**src/rtl/sha256_sched_ctrl.sv**
```systemverilog
// sha256_sched_ctrl: reads 4 lanes x 16 words from block RAM in lane-interleaved order, feeds the
// expander and merges RAM/expander words into one round/lane-tagged W stream. Perf counters: SHA_SCHED_PERF_EN.
module sha256_sched_ctrl #(
   parameter int RD_LAT = 1,
   parameter int ADDR_W = 6
) (
   input  logic              clk_i,
   input  logic              rst_i,
   input  logic              start_i,
   input  logic [3:0]        lane_en_i,
   output logic              busy_o,
   output logic              done_o,
   output logic [ADDR_W-1:0] bram_addr_o,
   output logic              bram_en_o,
   input  logic [31:0]       bram_data_i,
   output logic              exp_send_o,
   output logic [31:0]       exp_data_o,
   input  logic [31:0]       exp_w_i,
`ifdef SHA_SCHED_PERF_EN
   output logic [15:0]       perf_batches_o,
   output logic [31:0]       perf_busy_o,
`endif
   output logic              w_valid_o,
   output logic [31:0]       w_o,
   output logic [5:0]        w_round_o,
   output logic [1:0]        w_lane_o,
   output logic              w_lane_en_o
);
   typedef enum logic [2:0] {IDLE, PRIME, FEED, EXPAND, DONE} state_t;
   state_t      state;
   logic [5:0]  r;
   logic [7:0]  t;
   logic [1:0]  p;
   logic [3:0]  mask;
   always_ff @(posedge clk_i or posedge rst_i) begin
      if (rst_i) begin
         state      <= IDLE;
         r          <= '0;
         t          <= '0;
         p          <= '0;
         mask       <= '0;
         busy_o     <= 1'b0;
         done_o     <= 1'b0;
         bram_en_o  <= 1'b0;
         exp_send_o <= 1'b0;
         w_valid_o  <= 1'b0;
      end else begin
         // the read side runs independently of the state so that it may overlap FEED for long RD_LAT
         if (bram_en_o) begin
            r <= r + 6'd1;
            if (r == 6'd63) bram_en_o <= 1'b0;
         end
         case (state)
            IDLE: if (start_i) begin
               state     <= PRIME;
               mask      <= lane_en_i;
               busy_o    <= 1'b1;
               bram_en_o <= 1'b1;
               r         <= '0;
               p         <= '0;
            end
            PRIME: begin
               p <= p + 2'd1;
               if (p == 2'(RD_LAT - 1)) begin
                  state      <= FEED;
                  exp_send_o <= 1'b1;
                  w_valid_o  <= 1'b1;
                  t          <= '0;
               end
            end
            FEED: begin
               t <= t + 8'd1;
               if (t == 8'd63) begin
                  state      <= EXPAND;
                  exp_send_o <= 1'b0;
               end
            end
            EXPAND: begin
               t <= t + 8'd1;
               if (t == 8'd255) begin
                  state     <= DONE;
                  w_valid_o <= 1'b0;
                  busy_o    <= 1'b0;
                  done_o    <= 1'b1;
               end
            end
            default: begin
               state  <= IDLE;
               done_o <= 1'b0;
            end
         endcase
      end
   end
   assign bram_addr_o = ADDR_W'({r[1:0], r[5:2]});
   assign exp_data_o  = exp_send_o ? bram_data_i : '0;
   assign w_o         = !w_valid_o ? '0 : exp_send_o ? bram_data_i : exp_w_i;
   assign w_round_o   = t[7:2];
   assign w_lane_o    = t[1:0];
   assign w_lane_en_o = w_valid_o & mask[t[1:0]];
`ifdef SHA_SCHED_PERF_EN
   always_ff @(posedge clk_i or posedge rst_i) begin
      if (rst_i) begin
         perf_batches_o <= '0;
         perf_busy_o    <= '0;
      end else begin
         perf_batches_o <= perf_batches_o + 16'(done_o);
         perf_busy_o    <= (busy_o && perf_busy_o != '1) ? perf_busy_o + 32'd1 : perf_busy_o;
      end
   end
`endif
endmodule

```
**config.mk**
```make
export PLATFORM = sky130hd
export DESIGN_NAME = sha256_sched_ctrl
export DESIGN_NICKNAME = d
export VERILOG_FILES = /design/src/rtl/sha256_sched_ctrl.sv
export SDC_FILE = /design/constraint.sdc
export NUM_CORES = 1
export LEC_CHECK = 0
export ABC_AREA = 1
export ABC_CLOCK_PERIOD_IN_PS = 1430
export CAP_MARGIN = 20
export CORE_UTILIZATION = 34
export CTS_CLUSTER_SIZE = 28
export DETAILED_ROUTE_END_ITERATION = 8
export PLACE_DENSITY = 0.79
export SLEW_MARGIN = 20
export SYNTH_ARGS = -nofsm -noshare
export SYNTH_HDL_FRONTEND = slang
export SYNTH_SLANG_ARGS = --single-unit
```
**constraint.sdc**
```tcl
create_clock -name clk_i -period 1.43 [get_ports clk_i]
set_input_delay 0.286 -clock clk_i [delete_from_list [all_inputs] [get_ports clk_i]]
set_output_delay 0.286 -clock clk_i [all_outputs]
set_load 0.01 [all_outputs]
```
# After elaboration in Yosys (flattened, before gate mapping)
# Index checks and enable logic that the tools add are counted.
# word_totals
ff_bits,28
inputBits,71
word_cells,73
# classes
magnitude_cmp,1
eq_ne,10
bitwise_logic,2
addsub,3
mux,30
reduce_logical,17
# ops
op,n
32-bit two-way mux,3
6-bit two-way mux,3
8-bit case mux with 2 select lines,1
3-bit two-way mux,4
3-bit case mux with 4 select lines,1
1-bit two-way mux,10
2-bit nonzero test,5
3-bit AND reduction,3
"8-bit by 1-bit adder with 8-bit output, second input constant",1
"8-bit by 6-bit == test with 1-bit output, second input constant",1
"8-bit == test, second input constant",1
8-bit two-way mux,1
"2-bit inequality test, second input constant",4
1-bit case mux with 2 select lines,4
2-bit AND reduction,4
"6-bit by 1-bit adder with 6-bit output, second input constant",1
"3-bit by 2-bit == test with 1-bit output, second input constant",2
"6-bit == test, second input constant",1
2-bit case mux with 2 select lines,1
4-bit AND reduction,1
"3-bit by 1-bit == test with 1-bit output, second input constant",1
3-bit zero test,1
"2-bit by 3-bit less-than comparator with 1-bit output, second input constant",1
3-bit OR reduction,1
7 further kinds,7

# Depth between registers and ports, before layout
# logic_depth
ltp_word,5
mapped_depth,9
ltp_nobuf,9

# Least setup slack after synthesis
# No wires, ideal clock.
# synth_timing
kind,register -> output
start,register exp_send_o
end,output port w_o[10]
stages_incl_launch_ff,6
path_slack_ns,0.088
path_buffers,2
t_arrival_ns,1.056
path_cell_list,dfrtp_1 -> buf_2 -> inv_2 -> buf_2 -> nand2_1 -> a21oi_1
# synth_via
elab_chain_cells,2
# synth_lines
item,line,text
"start, declared",16,"output logic exp_send_o,"
"start signal, assigned",45,exp_send_o <= 1'b0;
"start signal, assigned",66,exp_send_o <= 1'b1;
"start signal, assigned",75,exp_send_o <= 1'b0;
32-bit two-way mux (2 in a row),96,assign w_o = !w_valid_o ? '0 : exp_send_o ? bram_data_i : exp_w_i;
"end, declared",24,"output logic [31:0] w_o,"
# No other way between the ends.

# Final worst setup path
# layout_timing
start,register exp_send_o
end,output port w_o[16]
# Same word-level chain as after synthesis.

==> flow_summary.json <==
{
  "power_density_nw_per_um2": 1180,
  "drt_iter0_drc": 100,
  "grt_overflow": 0,
  "period_share": 1.18,
  "synth.area.mux_share": 0.00560,
  "synth_top_family_by_area": "simple AND/OR/NAND/NOR gates",
  "final_nets": 576,
  "p_leak_nw": 2.09,
  "holdCritPathClass": "in -> async",
  "synthMostInstantiatedCell": "nand2_1",
  "synth-edff-count": 0,
  "fin_worst_skew_ps": 2.33,
  "drive_gt1_frac": 0.440,
  "numCtsBuffers": 3,
  "place_area_um2": 3810,
  "synth-compound-area-share": 0.136,
  "chipHeight_um": 78.9,
  "seq_area_frac_synth": 0.348,
  "status": "finished, violations left",
  "syn2layout_area_growth_pct": 109,
  "synth_top_area_cell": "dfrtp_1",
  "nFillCells": 396,
  "drt_first_pass_iters": 4,
  "io_buffers": 154,
  "hold_viol_final": 0,
  "critPathKind": "reg -> out",
  "worstPathArrival_ps": 1410,
  "critPathLaunchType": "register",
  "cts_hold_buf": 0,
  "io_pins": 155,
  "antenna_found_initial": 0,
  "place_hpwl_um": 5720,
  "core_region_area_um2": 5610,
  "finalSetupViolCount": 69,
  "peakVddDrop_mv": 1.15,
  "slew_violations": 0,
  "wl_per_cell_um": 15.4,
  "synth_top_area_frac": 0.348,
  "vias": 2800,
  "synthSimpleGateAreaFrac": 0.320,
  "cts_tree": "built",
  "switching_share": 0.430,
  "antenna_cells": 0,
  "worstMarginPinSlew_ps": 233,
  "maxCapViolations": 0,
  "synth_seq_cells": 28,
  "synth_xor_area_frac": 0.0218,
  "drtAntennaViolNets": 0,
  "seqPwrFrac": 0.255,
  "place_congestion": 0.846,
  "p_int_mw": 2.83,
  "dieArea_um2": 6230,
  "netlist_instances": 312,
  "path_clk_slew_ps": 90,
  "synth_warnings": 0,
  "violations": "setup timing",
  "cp-end-kind": "output port",
  "required_ps": 1140,
  "cts.sinks": 28,
  "insertion_delay_ps": 270,
  "fin_area_um2": 4210,
  "rsz0062_at_grt": "true",
  "p_clk_frac": 0.086,
  "die_x_um": 78.9,
  "synth.top_cells.by_area": "dfrtp_1 35%, nand2_1 21%, inv_1 9.5%",
  "grt_pass1_wl_um": 12500,
  "crit_fanout": 12,
  "syn_nets": 386,
  "synth_cell_types": 29,
  "track_usage": 0.255,
  "relSlewSlack": 0.843,
  "grt_max_degree": 29,
  "fmax_mhz": 591,
  "clockBufferDepth": 2,
  "drt_wl_total_um": 8830,
  "synthFlopType": "dfrtp_1",
  "drc": 0,
  "async_flop_share": 1.00,
  "rows": 27,
  "ys_top_cells_by_count": "110 x nand2_1, 51 x inv_1, 35 x a21oi_1, 28 x dfrtp_1, 13 x nand3_1",
  "placedCellCount": 548,
  "power_frac_comb": 0.659,
  "fin_cells": 572,
  "initial_core_util": 0.359,
  "synth_area_um2": 2010,
  "synth.avg_cell_area_um2": 6.45,
  "synth_adder_area_share": 0.0187,
  "root_buffer": "clkbuf_8",
  "drt-vias-per-instance": 4.90,
  "grt_pass1_vias": 2643,
  "fin_crit_ps": 1690,
  "power_switching_mw": 2.14,
  "setup_slack_ps": -261,
  "h-tree-depth": 1
}
-- critical path, stage by stage (launching register included) --
cell and delay [ps]:
dfrtp_2 480, inv_4 130, buf_12 140, nand2_1 70, a21oi_2 150, buf_4 150
-- through the flow --
step / TNS, ps / utilization / power, mW / setup WS, ps / hold slack (ps)
4_1_cts: -11270 / 0.712 / 4.67 / -324 / 334
3_3_place_gp: -19690 / 0.680 / 4.13 / -433 / 462
3_5_place_dp: -20250 / 0.680 / 4.21 / -431 / 464
2_1_floorplan: 0 / - / 2.74 / 87.8 / 351
5_1_grt: -16140 / 0.751 / 5.33 / -331 / 395
6_report: -11560 / 0.751 / 4.97 / -261 / 326
-- routing by layer --
layer  up-vias  global-route usage  wire [um]
met5         -                   0          0
li1       1333                   -          -
met2       123               0.476       4540
met3        33              0.0437        661
met4         0               0.102        355
met1      1311               0.285       3270
-- flip-flops by register name (all words and copies together) (netlist names) --
signal,cells
bram_en_o,1
busy_o,1
done_o,1
exp_send_o,1
mask,4
p,2
r,6
state,3
t,8
w_valid_o,1
-- layout by cell type, fill, tap and decap left out, drive strengths merged --
| master | count |
|---|---|
| clkdlybuf4s15 | 4 |
| buf | 105 |
| clkinv | 2 |
| clkbuf | 5 |
| or2 | 1 |
| o21ai | 11 |
| o22ai | 2 |
| o211ai | 1 |
| nand4 | 2 |
| nand3 | 15 |
| xor2 | 5 |
| a21oi | 35 |
| dfrtp | 28 |
| a22o | 1 |
| a31oi | 1 |
| nand3b | 1 |
| dlygate4sd2 | 16 |
| nand2 | 113 |
| inv | 60 |
| ha | 3 |
| nor2 | 17 |
| mux2 | 1 |
| clkdlybuf4s50 | 70 |
| o31ai | 1 |
-- final timing paths --
| path | slack, ps | to | start | depth (start not counted) |
|---|---|---|---|---|
| max | -260 | w_o[16] | exp_send_o | 5 |
| max in group asynchronous | 930 | exp_send_o | rst_i | 3 |
| min reg2reg | 490 | done_o | done_o | 2 |
| min in group clk_i | 490 | done_o | done_o | 2 |
| max reg2reg | -50 | done_o | t[0] | 10 |
| min | 330 | r[1] | rst_i | 3 |
-- layout make-up --
type                    instances  area, um2  area share
well taps                      72       90.1      0.0214
inverters                      62        238      0.0565
multi-input cells             210       1340       0.319
flip-flops and latches         28        702       0.167
repair buffers                197       1800       0.427
clock buffers                   3       41.3     0.00981
-- kinds of logic after synthesis --
logic type / after synthesis
AND/OR/NAND/NOR: 149
buffers and inverters: 74
AO/OA/AOI/OAI: 52
flip-flops: 28
XOR/XNOR: 5
adder cells (fa/ha/maj): 3
multiplexers: 1
-- power by group through the flow --
stage | Sequential [mW] | Clock [mW] | Combinational, mW
4_1_cts | 1.25 | 0.430 | 2.99
2_1_floorplan | 1.33 | 0 | 1.42
6_report | 1.27 | 0.429 | 3.27
3_3_place_gp | 1.30 | 0 | 2.83
5_1_grt | 1.29 | 0.472 | 3.56
3_5_place_dp | 1.31 | 0 | 2.90
-- repair_timing --
item,in CTS,in global routing
buffers inserted,16,3
gates resized for setup,349,82
pin swaps,1,10
endpoints found under the setup margin,87,75
hold endpoints to repair,0,0
cloned,2,2
No activity file was read; power rests on OpenSTA's default activity.
